**src/rtl/sp_tracker.sv**
```systemverilog
// Two-axis solar tracker: H sweep, V sweep, return to the best pose, then an
// optional hysteretic perturb-and-observe hold. Emits absolute servo positions.
module sp_tracker #(
  parameter int VW          = 12,
  parameter int PW          = 8,
  parameter int H_MIN       = 0,
  parameter int H_MAX       = 180,
  parameter int V_MIN       = 0,
  parameter int V_MAX       = 90,
  parameter int STEP        = 2,
  parameter int SETTLE      = 1000,
  parameter int HYST        = 4,
  parameter int DECAY_SHIFT = 4
) (
  input  logic          CLK,
  input  logic          RESET,
  input  logic          START,
  input  logic          MODE,
  input  logic [VW-1:0] V_IN,
  input  logic          V_VALID,
  output logic [PW-1:0] POS_H,
  output logic [PW-1:0] POS_V,
  output logic [VW-1:0] MAX_V,
  output logic          BUSY,
  output logic          DONE,
  output logic [2:0]    STATE
);

  localparam int CW  = (SETTLE < 1) ? 1 : $clog2(SETTLE + 1);
  localparam int PW1 = PW + 1;
  localparam int VW1 = VW + 1;
  localparam logic [PW-1:0] H_LO = PW'(H_MIN);
  localparam logic [PW-1:0] H_HI = PW'(H_MAX);
  localparam logic [PW-1:0] V_LO = PW'(V_MIN);
  localparam logic [PW-1:0] V_HI = PW'(V_MAX);
  localparam logic [CW-1:0] CNT_LOAD = CW'(SETTLE);
  localparam logic [CW-1:0] CNT_ONE  = CW'(1);

  typedef enum logic [2:0] {
    S_IDLE = 3'd0, S_H_SCAN = 3'd1, S_H_RETURN = 3'd2,
    S_V_SCAN = 3'd3, S_V_RETURN = 3'd4, S_TRACK = 3'd5
  } state_t;

  typedef enum logic [1:0] {T_PERTURB, T_WAIT, T_REVERT} phase_t;

  state_t        state, state_n;
  phase_t        phase, phase_n;
  logic [CW-1:0] cnt, cnt_n;
  logic [PW-1:0] pos_h, pos_h_n, pos_v, pos_v_n;
  logic [PW-1:0] best_h, best_h_n, best_v, best_v_n;
  logic [PW-1:0] old_pos, old_pos_n;
  logic [VW-1:0] max_v, max_v_n;
  logic          dir, dir_n, axis, axis_n;
  logic          done_q, done_n, busy_q;

  logic [PW-1:0] cur, lo, hi, tgt;
  logic [VW-1:0] decayed;
  logic          sample_ok, win, accept;

  // Positions are widened by one bit so the clamp sees the true sum/difference.
  function automatic logic [PW-1:0] step_up(input logic [PW-1:0] p, input logic [PW-1:0] lim);
    logic [PW:0] s;
    s = {1'b0, p} + PW1'(STEP);
    return (s > {1'b0, lim}) ? lim : s[PW-1:0];
  endfunction

  function automatic logic [PW-1:0] step_dn(input logic [PW-1:0] p, input logic [PW-1:0] lim);
    if ({1'b0, p} < ({1'b0, lim} + PW1'(STEP))) return lim;
    return p - PW'(STEP);
  endfunction

  assign cur       = axis ? pos_v : pos_h;
  assign lo        = axis ? V_LO : H_LO;
  assign hi        = axis ? V_HI : H_HI;
  assign tgt       = dir ? step_dn(cur, lo) : step_up(cur, hi);
  assign sample_ok = (cnt == '0) && V_VALID;
  assign win       = V_IN > max_v;
  assign accept    = {1'b0, V_IN} > ({1'b0, max_v} + VW1'(HYST));
  assign decayed   = max_v - (max_v >> DECAY_SHIFT);

  always_comb begin
    state_n   = state;
    phase_n   = phase;
    cnt_n     = (cnt != '0) ? cnt - CNT_ONE : cnt;
    pos_h_n   = pos_h;
    pos_v_n   = pos_v;
    best_h_n  = best_h;
    best_v_n  = best_v;
    old_pos_n = old_pos;
    max_v_n   = max_v;
    dir_n     = dir;
    axis_n    = axis;

    if ((state == S_IDLE || state == S_TRACK) && START) begin
      state_n  = S_H_SCAN;
      phase_n  = T_PERTURB;
      cnt_n    = CNT_LOAD;
      pos_h_n  = H_LO;
      pos_v_n  = V_LO;
      best_h_n = H_LO;
      best_v_n = V_LO;
      max_v_n  = '0;
    end else begin
      case (state)
        S_H_SCAN: if (sample_ok) begin
          cnt_n = CNT_LOAD;
          if (win) begin
            max_v_n  = V_IN;
            best_h_n = pos_h;
          end
          if (pos_h == H_HI) begin
            state_n = S_H_RETURN;
            pos_h_n = win ? pos_h : best_h;
          end else begin
            pos_h_n = step_up(pos_h, H_HI);
          end
        end
        S_H_RETURN: if (cnt <= CNT_ONE) begin
          state_n = S_V_SCAN;
          pos_v_n = V_LO;
          cnt_n   = CNT_LOAD;
        end
        S_V_SCAN: if (sample_ok) begin
          cnt_n = CNT_LOAD;
          if (win) begin
            max_v_n  = V_IN;
            best_v_n = pos_v;
          end
          if (pos_v == V_HI) begin
            state_n = S_V_RETURN;
            pos_v_n = win ? pos_v : best_v;
          end else begin
            pos_v_n = step_up(pos_v, V_HI);
          end
        end
        S_V_RETURN: if (cnt <= CNT_ONE) begin
          state_n = MODE ? S_TRACK : S_IDLE;
          phase_n = T_PERTURB;
        end
        S_TRACK: begin
          case (phase)
            T_PERTURB: begin
              // A perturbation pinned at a limit fails on the spot, no settle.
              if (tgt == cur) begin
                dir_n   = ~dir;
                axis_n  = ~axis;
                max_v_n = decayed;
              end else begin
                old_pos_n = cur;
                if (axis) pos_v_n = tgt;
                else      pos_h_n = tgt;
                cnt_n   = CNT_LOAD;
                phase_n = T_WAIT;
              end
            end
            T_WAIT: if (sample_ok) begin
              if (accept) begin
                max_v_n = V_IN;
                phase_n = T_PERTURB;
              end else begin
                if (axis) pos_v_n = old_pos;
                else      pos_h_n = old_pos;
                dir_n   = ~dir;
                axis_n  = ~axis;
                max_v_n = decayed;
                cnt_n   = CNT_LOAD;
                phase_n = T_REVERT;
              end
            end
            default: if (cnt <= CNT_ONE) phase_n = T_PERTURB;
          endcase
        end
        default: state_n = S_IDLE;
      endcase
    end

    done_n = (state_n == S_V_RETURN) && (cnt_n == CNT_ONE);
  end

  always_ff @(posedge CLK or posedge RESET) begin
    if (RESET) begin
      state   <= S_IDLE;
      phase   <= T_PERTURB;
      cnt     <= '0;
      pos_h   <= H_LO;
      pos_v   <= V_LO;
      best_h  <= H_LO;
      best_v  <= V_LO;
      old_pos <= H_LO;
      max_v   <= '0;
      dir     <= 1'b0;
      axis    <= 1'b0;
      done_q  <= 1'b0;
      busy_q  <= 1'b0;
    end else begin
      state   <= state_n;
      phase   <= phase_n;
      cnt     <= cnt_n;
      pos_h   <= pos_h_n;
      pos_v   <= pos_v_n;
      best_h  <= best_h_n;
      best_v  <= best_v_n;
      old_pos <= old_pos_n;
      max_v   <= max_v_n;
      dir     <= dir_n;
      axis    <= axis_n;
      done_q  <= done_n;
      busy_q  <= (state_n != S_IDLE);
    end
  end

  assign POS_H = pos_h;
  assign POS_V = pos_v;
  assign MAX_V = max_v;
  assign BUSY  = busy_q;
  assign DONE  = done_q;
  assign STATE = state;

endmodule

```
**config.mk**
```make
export PLATFORM = sky130hd
export DESIGN_NAME = sp_tracker
export DESIGN_NICKNAME = d
export VERILOG_FILES = /design/src/rtl/sp_tracker.sv
export SDC_FILE = /design/constraint.sdc
export NUM_CORES = 1
export LEC_CHECK = 0
export CAP_MARGIN = 20
export CORE_MARGIN = 2
export CORE_UTILIZATION = 42
export CTS_CLUSTER_DIAMETER = 100
export CTS_CLUSTER_SIZE = 8
export DETAILED_ROUTE_END_ITERATION = 12
export PLACE_DENSITY = 0.71
export SYNTH_ARGS = -nofsm -noshare
export SYNTH_HDL_FRONTEND = slang
export SYNTH_SLANG_ARGS = --single-unit
```
**constraint.sdc**
```tcl
create_clock -name CLK -period 6.5 [get_ports CLK]
set_input_delay 1.3 -clock CLK [delete_from_list [all_inputs] [get_ports CLK]]
set_output_delay 1.3 -clock CLK [all_outputs]
set_load 0.01 [all_outputs]
```
After elaboration in Yosys (flattened, before gate mapping)
Cells that the tools add are included.
{"block": "op_classes", "reduce_logical": 26, "n_mux": 79, "eq_ne": 28, "n_addsub": 7, "bitwise": 4, "magnitude_cmp": 7}
{"operator": "8-bit 2-to-1 mux", "n": 33}
{"operator": "12-bit 2-to-1 mux", "n": 6}
{"operator": "10-bit 2-to-1 mux", "n": 7}
{"operator": "12-bit case mux with 2 select lines", "n": 2}
{"operator": "8-bit case mux with 2 select lines", "n": 3}
{"operator": "4-bit inequality test (second input constant)", "n": 8}
{"operator": "10-bit case mux with 3 select lines", "n": 1}
{"operator": "8-bit by 2-bit adder with 9-bit output (second input constant)", "n": 3}
{"operator": "3-bit 2-to-1 mux", "n": 8}
{"operator": "8-bit case mux with 3 select lines", "n": 1}
{"operator": "10-bit case mux with 2 select lines", "n": 1}
{"operator": "3-bit case mux with 5 select lines", "n": 1}
{"operator": "12-bit by 3-bit adder with 13-bit output (second input constant)", "n": 1}
{"operator": "12-bit by 13-bit > comparator with 1-bit output", "n": 1}
{"operator": "12-bit > comparator", "n": 1}
{"operator": "6-bit AND reduction", "n": 2}
{"operator": "3-bit nonzero test", "n": 4}
{"operator": "12-bit by 8-bit subtractor with 12-bit output", "n": 1}
{"operator": "10-bit by 1-bit equality test with 1-bit output (second input constant)", "n": 1}
{"operator": "10-bit by 1-bit less-or-equal comparator with 1-bit output (second input constant)", "n": 1}
{"operator": "10-bit zero test", "n": 1}
{"operator": "2-bit 2-to-1 mux", "n": 5}
{"operator": "10-bit nonzero test", "n": 1}
{"operator": "10-bit by 1-bit subtractor with 10-bit output (second input constant)", "n": 1}
{"operator": "other kinds (32)", "n": 57}
{"block": "totals", "word_cells": 164, "out_inout_bits": 33, "reg_bits": 71, "input_bits": 17}

Depth between registers and ports, before layout
{"block": "logic_depth", "depth_word": 12, "mapped_depth": 19, "depth_no_buf": 17}

Worst setup path before layout
No wires, ideal clock.
{"block": "synth_path", "path_kind": "register -> register", "from": "register axis", "to": "register pos_v[1] (netlist: POS_V[1])", "arrival_ns": 4.744, "setup_ns": 0.125, "path_buffers": 3, "path_stages_with_launch": 20, "path_slack_ns": 1.631, "path_cell_list": "dfrtp_1 -> buf_2 -> buf_2 -> buf_2 -> mux2i_1 -> inv_1 -> ha_1 -> nand3_1 -> nor3_1 -> xnor2_1 -> ha_1 -> and3_1 -> and3_1 -> and3_1 -> o41a_1 -> or4_4 -> nor3_4 -> a311oi_4 -> o21ai_4 -> mux2_4"}
{"block": "synth_via", "elab_chain_cells": 10}
{"element": "from (decl)", "line": "53", "source": "logic dir, dir_n, axis, axis_n;"}
{"element": "from (signal assigned)", "line": "206", "source": "axis <= axis_n;"}
{"element": "8-bit 2-to-1 mux *", "line": "72", "source": "assign cur = axis ? pos_v : pos_h;"}
{"element": "via cur[2]", "line": "56", "source": "logic [PW-1:0] cur, lo, hi, tgt;"}
{"element": "8-bit by 2-bit adder with 9-bit output / 8-bit by 2-bit less-than comparator with 1-bit output (equally long branches)", "line": "63, 68"}
{"element": "9-bit by 8-bit > comparator with 1-bit output / 1-bit 2-to-1 mux (equally long branches)", "line": "64, 68"}
{"element": "8-bit 2-to-1 mux, on equally long branches", "line": "64, 69"}
{"element": "8-bit 2-to-1 mux", "line": "75", "source": "assign tgt = dir ? step_dn(cur, lo) : step_up(cur, hi);"}
{"element": "8-bit 2-to-1 mux", "line": "150", "source": "if (axis) pos_v_n = tgt;"}
{"element": "8-bit 2-to-1 mux", "line": "144", "source": "if (tgt == cur) begin"}
{"element": "8-bit case mux with 2 select lines", "line": "141", "source": "case (phase)"}
{"element": "8-bit case mux with 3 select lines", "line": "104", "source": "case (state)"}
{"element": "8-bit 2-to-1 mux", "line": "94", "source": "if ((state == S_IDLE || state == S_TRACK) && START) begin"}
{"element": "to (signal assigned)", "line": "200", "source": "pos_v <= pos_v_n;"}
{"element": "to (decl)", "line": "49", "source": "logic [PW-1:0] pos_h, pos_h_n, pos_v, pos_v_n;"}
The timed path passes the listed nets; every way through them passes the cells marked *. The select of a mux whose other input is x is not followed.
A chain may end at the register's enable or synchronous reset.

Final worst setup path
{"block": "layout_path", "from": "register axis", "to": "register old_pos[4]"}
{"block": "layout_via", "elab_chain_cells": 8}
{"element": "8-bit 2-to-1 mux *", "line": "72"}
{"element": "via cur[2]", "line": "56"}
{"element": "8-bit by 2-bit adder with 9-bit output / 8-bit by 2-bit less-than comparator with 1-bit output (equally long branches)", "line": "63, 68"}
{"element": "9-bit by 8-bit > comparator with 1-bit output / 1-bit 2-to-1 mux (equally long branches)", "line": "64, 68"}
{"element": "8-bit 2-to-1 mux, on equally long branches", "line": "64, 69"}
{"element": "8-bit 2-to-1 mux", "line": "75"}
{"element": "8-bit equality test *", "line": "144"}
{"element": "1-bit NOT (no line) *"}
{"element": "4-bit AND reduction (no line) *"}
{"element": "to (signal assigned)", "line": "203", "source": "old_pos <= old_pos_n;"}
{"element": "to (decl)", "line": "51", "source": "logic [PW-1:0] old_pos, old_pos_n;"}
The timed path passes the listed nets; every way through them passes the cells marked *.

==> flow_metrics.tcl <==
set metrics [dict create \
    row_count 45 \
    cap_violations 0 \
    syn_nets 847 \
    drv_slew 0 \
    syn_avg_cell_area_um2 8.20 \
    hp-class "register to register" \
    min_period_ns 5.22 \
    hpwl_um 13700 \
    cts_hold_buf 0 \
    final_design_area_no_fill_um2 7400 \
    ys_ff_latch 71 \
    ios 50 \
    crit_fanout 27 \
    worstSetupPathType "register to register" \
    clock_latency_ns 0.34 \
    drtPass1Iterations 8 \
    cts_resized 0 \
    antenna_found_initial 0 \
    drt_iter0_drc 556 \
    tightest_slew_ns 0.945 \
    die_area_um2 16400 \
    min_path_cells 2 \
    reg2reg_depth 17 \
    io_buffers 49 \
    vias 6165 \
    cts_made_buffers 9 \
    fin_setup_tns_ns 0 \
    syn-instance-count 787 \
    start_util_pct 42.7 \
    grt_start_max_net_pins 72 \
    rsz0062_at_grt "false" \
    grt_pass1_wl_um 30300 \
    power_density_nw_per_um2 156 \
    max_freq_ghz 0.192 \
    cts_tree "built" \
    postCtsSetupBuffers 0 \
    ys_types 81 \
    root_buffer "clkbuf_16" \
    grt-ovfl-total 0 \
    startpoint_type "register" \
    area_growth_pct 14.7 \
    min_period_over_period_pct 80.3 \
    status "complete, no violations" \
    fillCellCount 1461 \
    ys_seq_area_share_pct 27.5 \
    clkTransAtPathRegs_ns 0.06 \
    leakage_nw 3.15 \
    antenna_left 0 \
    cts_buffer_depth 2 \
    die_h_um 128 \
    cp_data_required_time_ns 6.72 \
    setup_viol 0 \
    post-route-util_pct 49.0 \
    synthArstFlopShare_pct 100 \
    cp.arrival_ns 5.44 \
    cts_sinks 71 \
    synthFlopType "dfrtp_1" \
    synth_area_um2 6450 \
    final_layout_size_suffix_gt1_share_pct 7.94 \
    place_congestion 0.914 \
    skew_ns 0.00599 \
    synth-edff-count 0 \
    num-nets-final 874 \
    fp.dieW_um 128 \
    avgRoutedWirePerCell_um 18.4 \
    grt_util_all_layers_pct 23.2 \
    hold_viol 0 \
    max_slew_margin_pct 37.0 \
    coreArea_um2 15100 \
    grt_pass1_vias 5855 \
    placed_cell_area_um2 7060 \
    antenna_cells 0 \
    synth_warnings 0 \
    crit_path_end_kind "register" \
    drt_wl_total_um 18600 \
    cts_htree_levels 3 \
    power_mw 1.15 \
    ir_worst_vdd_mv 0.100 \
    viasPerCell 6.12 \
    drc 0 \
]
-- registers in the layout, summed over array words and instances (netlist names), 2 cells and up --
register  cells
STATE         3
POS_H         8
POS_V         8
cnt          10
best_v        8
MAX_V        12
phase         2
best_h        8
old_pos       8
-- path summary, 6_finish.rpt --
check | from | end | slack [ns]
min reg2reg | best_h[7] | best_h[7] | 0.49
max in group asynchronous | RESET | POS_V[3] | 4.32
max reg2reg | axis | old_pos[4] | 1.28
min in group asynchronous | RESET | cnt[3] | 1.57
max | axis | old_pos[4] | 1.28
min | best_h[7] | best_h[7] | 0.49
-- critical path, stage by stage (launching register included) --
cell and delay [ns]:
dfrtp_1 0.53, buf_4 0.34, mux2i_1 0.45, inv_1 0.17, ha_1 0.24, nand3_1 0.11
nor3_1 0.07, xnor2_1 0.23, ha_1 0.31, and3_1 0.17, and3_1 0.22, a41o_1 0.26
or2_1 0.25, a31o_2 0.29, xnor2_1 0.21, a311oi_4 0.60, nand2_2 0.27, mux2_1 0.37
-- through the flow --
step	hold WS [ns]	setup slack (ns)	cells
4_1_cts	0.491	1.29	1007
2_1_floorplan	0.452	1.63	787
3_3_place_gp	0.463	1.39	991
5_1_grt	0.520	0.925	1007
3_5_place_dp	0.478	1.32	991
6_report	0.488	1.28	1007
-- report_power, final --
| part | internal (mW) | leakage [nW] | switching (mW) |
|---|---|---|---|
| clock | 0.356 | 0.158 | 0.198 |
| combinational | 0.0615 | 2.11 | 0.0835 |
| sequential | 0.446 | 0.879 | 0.00770 |
| total | 0.864 | 3.15 | 0.289 |
-- area by class of cell --
type | count | area (um2) | share of cell area (%)
inverters | 43 | 161 | 2.18
clock buffers | 11 | 253 | 3.42
flip-flops and latches | 71 | 1780 | 24.0
well taps | 188 | 235 | 3.18
multi-input cells | 634 | 4350 | 58.9
repair buffers | 55 | 536 | 7.24
clock inverters | 5 | 80.1 | 1.08
-- metal layers --
| layer | global-route usage (%) | routed length [um] | vias to the layer above |
|---|---|---|---|
| li1 | - | - | 2936 |
| met1 | 31.9 | 8280 | 2950 |
| met2 | 36.7 | 8570 | 239 |
| met3 | 4.47 | 1270 | 40 |
| met4 | 8.02 | 428 | 0 |
| met5 | 0 | 0 | - |
-- placed cells by master (no fill, tap or decap), types with 6 or more instances in the layout --
cell and count:
mux2i_1 21, mux2_4 6, nor2_1 53, a21o_1 8
nor2b_1 13, dfrtp_1 71, clkdlybuf4s50_1 49, a31oi_1 6
buf_4 6, xnor2_1 30, mux2_2 11, nand2_1 100
inv_1 41, o32ai_1 6, nand4_1 7, a211oi_1 7
and3_1 10, o21a_1 6, nor3_1 28, o211ai_1 8
clkbuf_16 9, mux2_1 12, ha_1 42, nand2b_1 11
o21ai_0 47, a21oi_1 39, and2_1 6, nand3_1 43
-- logic make-up after synthesis --
| family | Yosys count | synth area share, % |
|---|---|---|
| compound gates | 194 | 21.7 |
| xor+xnor | 33 | 4.48 |
| mux | 50 | 8.67 |
| flops | 71 | 27.5 |
| simple gates | 314 | 24.2 |
| fa+ha+maj | 43 | 8.46 |
| buf+inv | 82 | 4.95 |
-- cells in the mapped netlist (8+ instances only) --
master    number  area share, %
nor2_1        53            3.1
nand2_1      100            5.8
mux2_1        12            2.1
a21o_1         8           0.93
xnor2_1       30            4.1
clkbuf_1      30            1.7
dfrtp_1       71             28
a21oi_1       39            3.0
o211ai_1       8           0.93
o21ai_0       47            3.6
mux2i_1       21            3.3
nor3_1        28            2.2
inv_1         42            2.4
nand3_1       43            3.3
mux2_2        11            1.9
nor2b_1       13            1.3
and3_1        10           0.97
nand2b_1      11            1.1
ha_1          42            8.1
No activity file was read; power rests on OpenSTA's default activity.
==> edit: new RTL, same flow settings <==
The 3 values of `phase_t` get a one-hot encoding in 3 bits.
--- a/src/rtl/sp_tracker.sv
+++ b/src/rtl/sp_tracker.sv
@@ -41,7 +41,7 @@
     S_V_SCAN = 3'd3, S_V_RETURN = 3'd4, S_TRACK = 3'd5
   } state_t;
 
-  typedef enum logic [1:0] {T_PERTURB, T_WAIT, T_REVERT} phase_t;
+  typedef enum logic [2:0] {T_PERTURB = 3'b001, T_WAIT = 3'b010, T_REVERT = 3'b100} phase_t;
 
   state_t        state, state_n;
   phase_t        phase, phase_n;
Formal check against the unedited RTL: same outputs for any inputs over 4 cycles, from zero or initial values and one cycle with RESET high; so few cycles prove little.
==> edit against the unedited design <==
Design area is 0.14% higher; power is 8.6% lower; combinational power decreased by 35%; sequential cell count grew 1; clock skew grew 0.0042 ns; wire length increased by 1.8%; synthesized area up 1.6%; worst setup slack gained 0.13 ns; critical path depth shrank 2; core utilization is 0.30 points lower; critical endpoint is now old_pos[6]; largest cell class unchanged; largest power group unchanged; highest routed layer unchanged.
==> edit: results (changes against the unedited design) <==
Status
  • Status: complete, no violations

Global route
  • Met3 Resource Use GR: 3.49% (-0.97 points)
  • Largest net degree at the start of global routing: 73 (+1.4%)
  • Global-route wire length before repair: 30,600 µm (+1.1%)
  • GR Util met2: 37.0% (+0.33 points)
  • Met1 usage: 32.5% (+0.68 points)
  • Gr usage total: 23.4% (+0.22 points)
  • Vias in the first global route: 5,738 (-2.0%)
  • Initial antenna violation count: 0 (unchanged)

Worst hold path
  • Worst Hold Path Cells: 1 (-1)
  • Hold_sp: old_pos[6]
  • Worst min-delay path class: reg2reg

Placement
  • DP Area: 7100 µm² (+0.57%)
  • Dpl cells: 1,017 (+2.6%)
  • Place WS: 1.51 ns (+0.188 ns)
  • Placer congestion estimate: 0.953 (+4.2%)
  • DPL Wire Length: 13,900 µm (+1.3%)

Critical path
  • Worst r2r path cells: 15 (-2)
  • Arr. time, crit path: 5.32 ns (-0.12 ns)
  • Crit-path max FO: 16 (-41%)
  • Critical Path Start: axis

Logic synthesis
  • Post-Syn Nets: 882 (+4.1%)
  • Largest cells by area after synthesis: dfrtp_1, ha_1, nand2_1, a21oi_1, o21ai_0
  • Seq/Total Area, Yosys: 27.5% (about the same)
  • Post-synth top cells: nand2_1, nor2_1, dfrtp_1, a21oi_1, o21ai_0
  • Netlist cell types: 76 (-6.2%)
  • Avg Inst Size Synth: 7.97 µm² (-2.8%)
  • Post-synthesis async set-or-reset flop share: 100% (unchanged)

Drt
  • Drt pass-1 iters: 5 (-3)
  • Total Wirelength: 18,900 µm (+1.8%)
  • Met2 wire length: 8710 µm (+1.6%)
  • Met1 wire length: 8540 µm (+3.1%)
  • Via density: 6.12 (about the same)
  • Met3 WL: 1170 µm (-7.8%)
  • Routed WL per cell: 18.3 µm (-0.90%)
  • DR iter-0 viols: 601 (+8.1%)

Clock tree
  • CTS root buf: clkbuf_16
  • Worst skew pair latency: 0.35 ns
  • Resized Gates After CTS: 0 (unchanged)
  • CTS Buf Count: 9 (unchanged)
  • Post-CTS Setup Bufs: 0 (unchanged)
  • Max clock buf depth: 2 (unchanged)
  • Worst-path clk slew: 0.06 ns (about the same)

Power
  • LEAKAGE: 3.08 nW (-2.3%)
  • Peak VDD IR: 0.131 mV (+31%)

Timing
  • Clock skew: 0.0102 ns (+0.00421 ns)
  • Rel. slew slack: 35.1% (-2.0 points)

Finish
  • Nets: 901 (+3.1%)
  • # diodes: 0 (unchanged)
  • Layout cells sized above 1: 6.97% (-0.96 points)
edit: cell count changes in the layout (fill, tap and decap cells not counted), sizes merged, moves of 6 or more:
cell	change
a21oi	+21
or3	+6
o22a	+6
nand3	-12
nor2	+23
a31oi	+6
o21ai	+13
nor3	-10
mux2	-16
nand2	-20
edit: path summary, 6_finish.rpt:
kind | to | slack, ns
min reg2reg | old_pos[6] | 0.51
max reg2reg | old_pos[6] | 1.41
max | old_pos[6] | 1.41
max in group asynchronous | best_h[5] | 4.31
min in group asynchronous | POS_V[0] | 1.55
min | old_pos[6] | 0.51
edit: power breakdown:
group / switching, W / leakage (nW) / internal, W / total, W
combinational: 0.0000503 / 2.02 / 0.0000438 / 0.0000941
sequential: 0.00000423 / 0.909 / 0.000451 / 0.000455
clock: 0.000206 / 0.143 / 0.000299 / 0.000505
edit: critical path: stages, from the launching register on:
cell and delay (ns):
dfrtp_1 0.54, nand2b_1 0.23, and2_1 0.22, inv_1 0.09, ha_1 0.18, a21boi_0 0.38, nand3b_1 0.19, xnor2_1 0.18
ha_1 0.22, a2111o_1 0.33, o211ai_4 0.48, mux2_2 0.40, o21ai_1 0.17, o31ai_1 0.17, nor2_1 0.77, mux2_2 0.41
edit: logic make-up (layout without fill, tap and decap cells):
family	after synthesis	after routing	share of synthesized area (%)
buffers and inverters	89	113	5.96
AO/OA/AOI/OAI	249	249	25.0
multiplexers	32	32	5.14
XOR/XNOR	34	34	4.55
flip-flops	72	72	27.5
AND/OR/NAND/NOR	303	303	23.5
adder cells (fa/ha/maj)	43	43	8.33
edit: layout make-up:
class	count	area, µm²
sequential	72	1800
timing repair buffer	59	563
fill	1491	7800
tap	188	235
clock inverter	6	68.8
clock buffer	10	229
multi-input combinational	661	4360
inverter	38	143
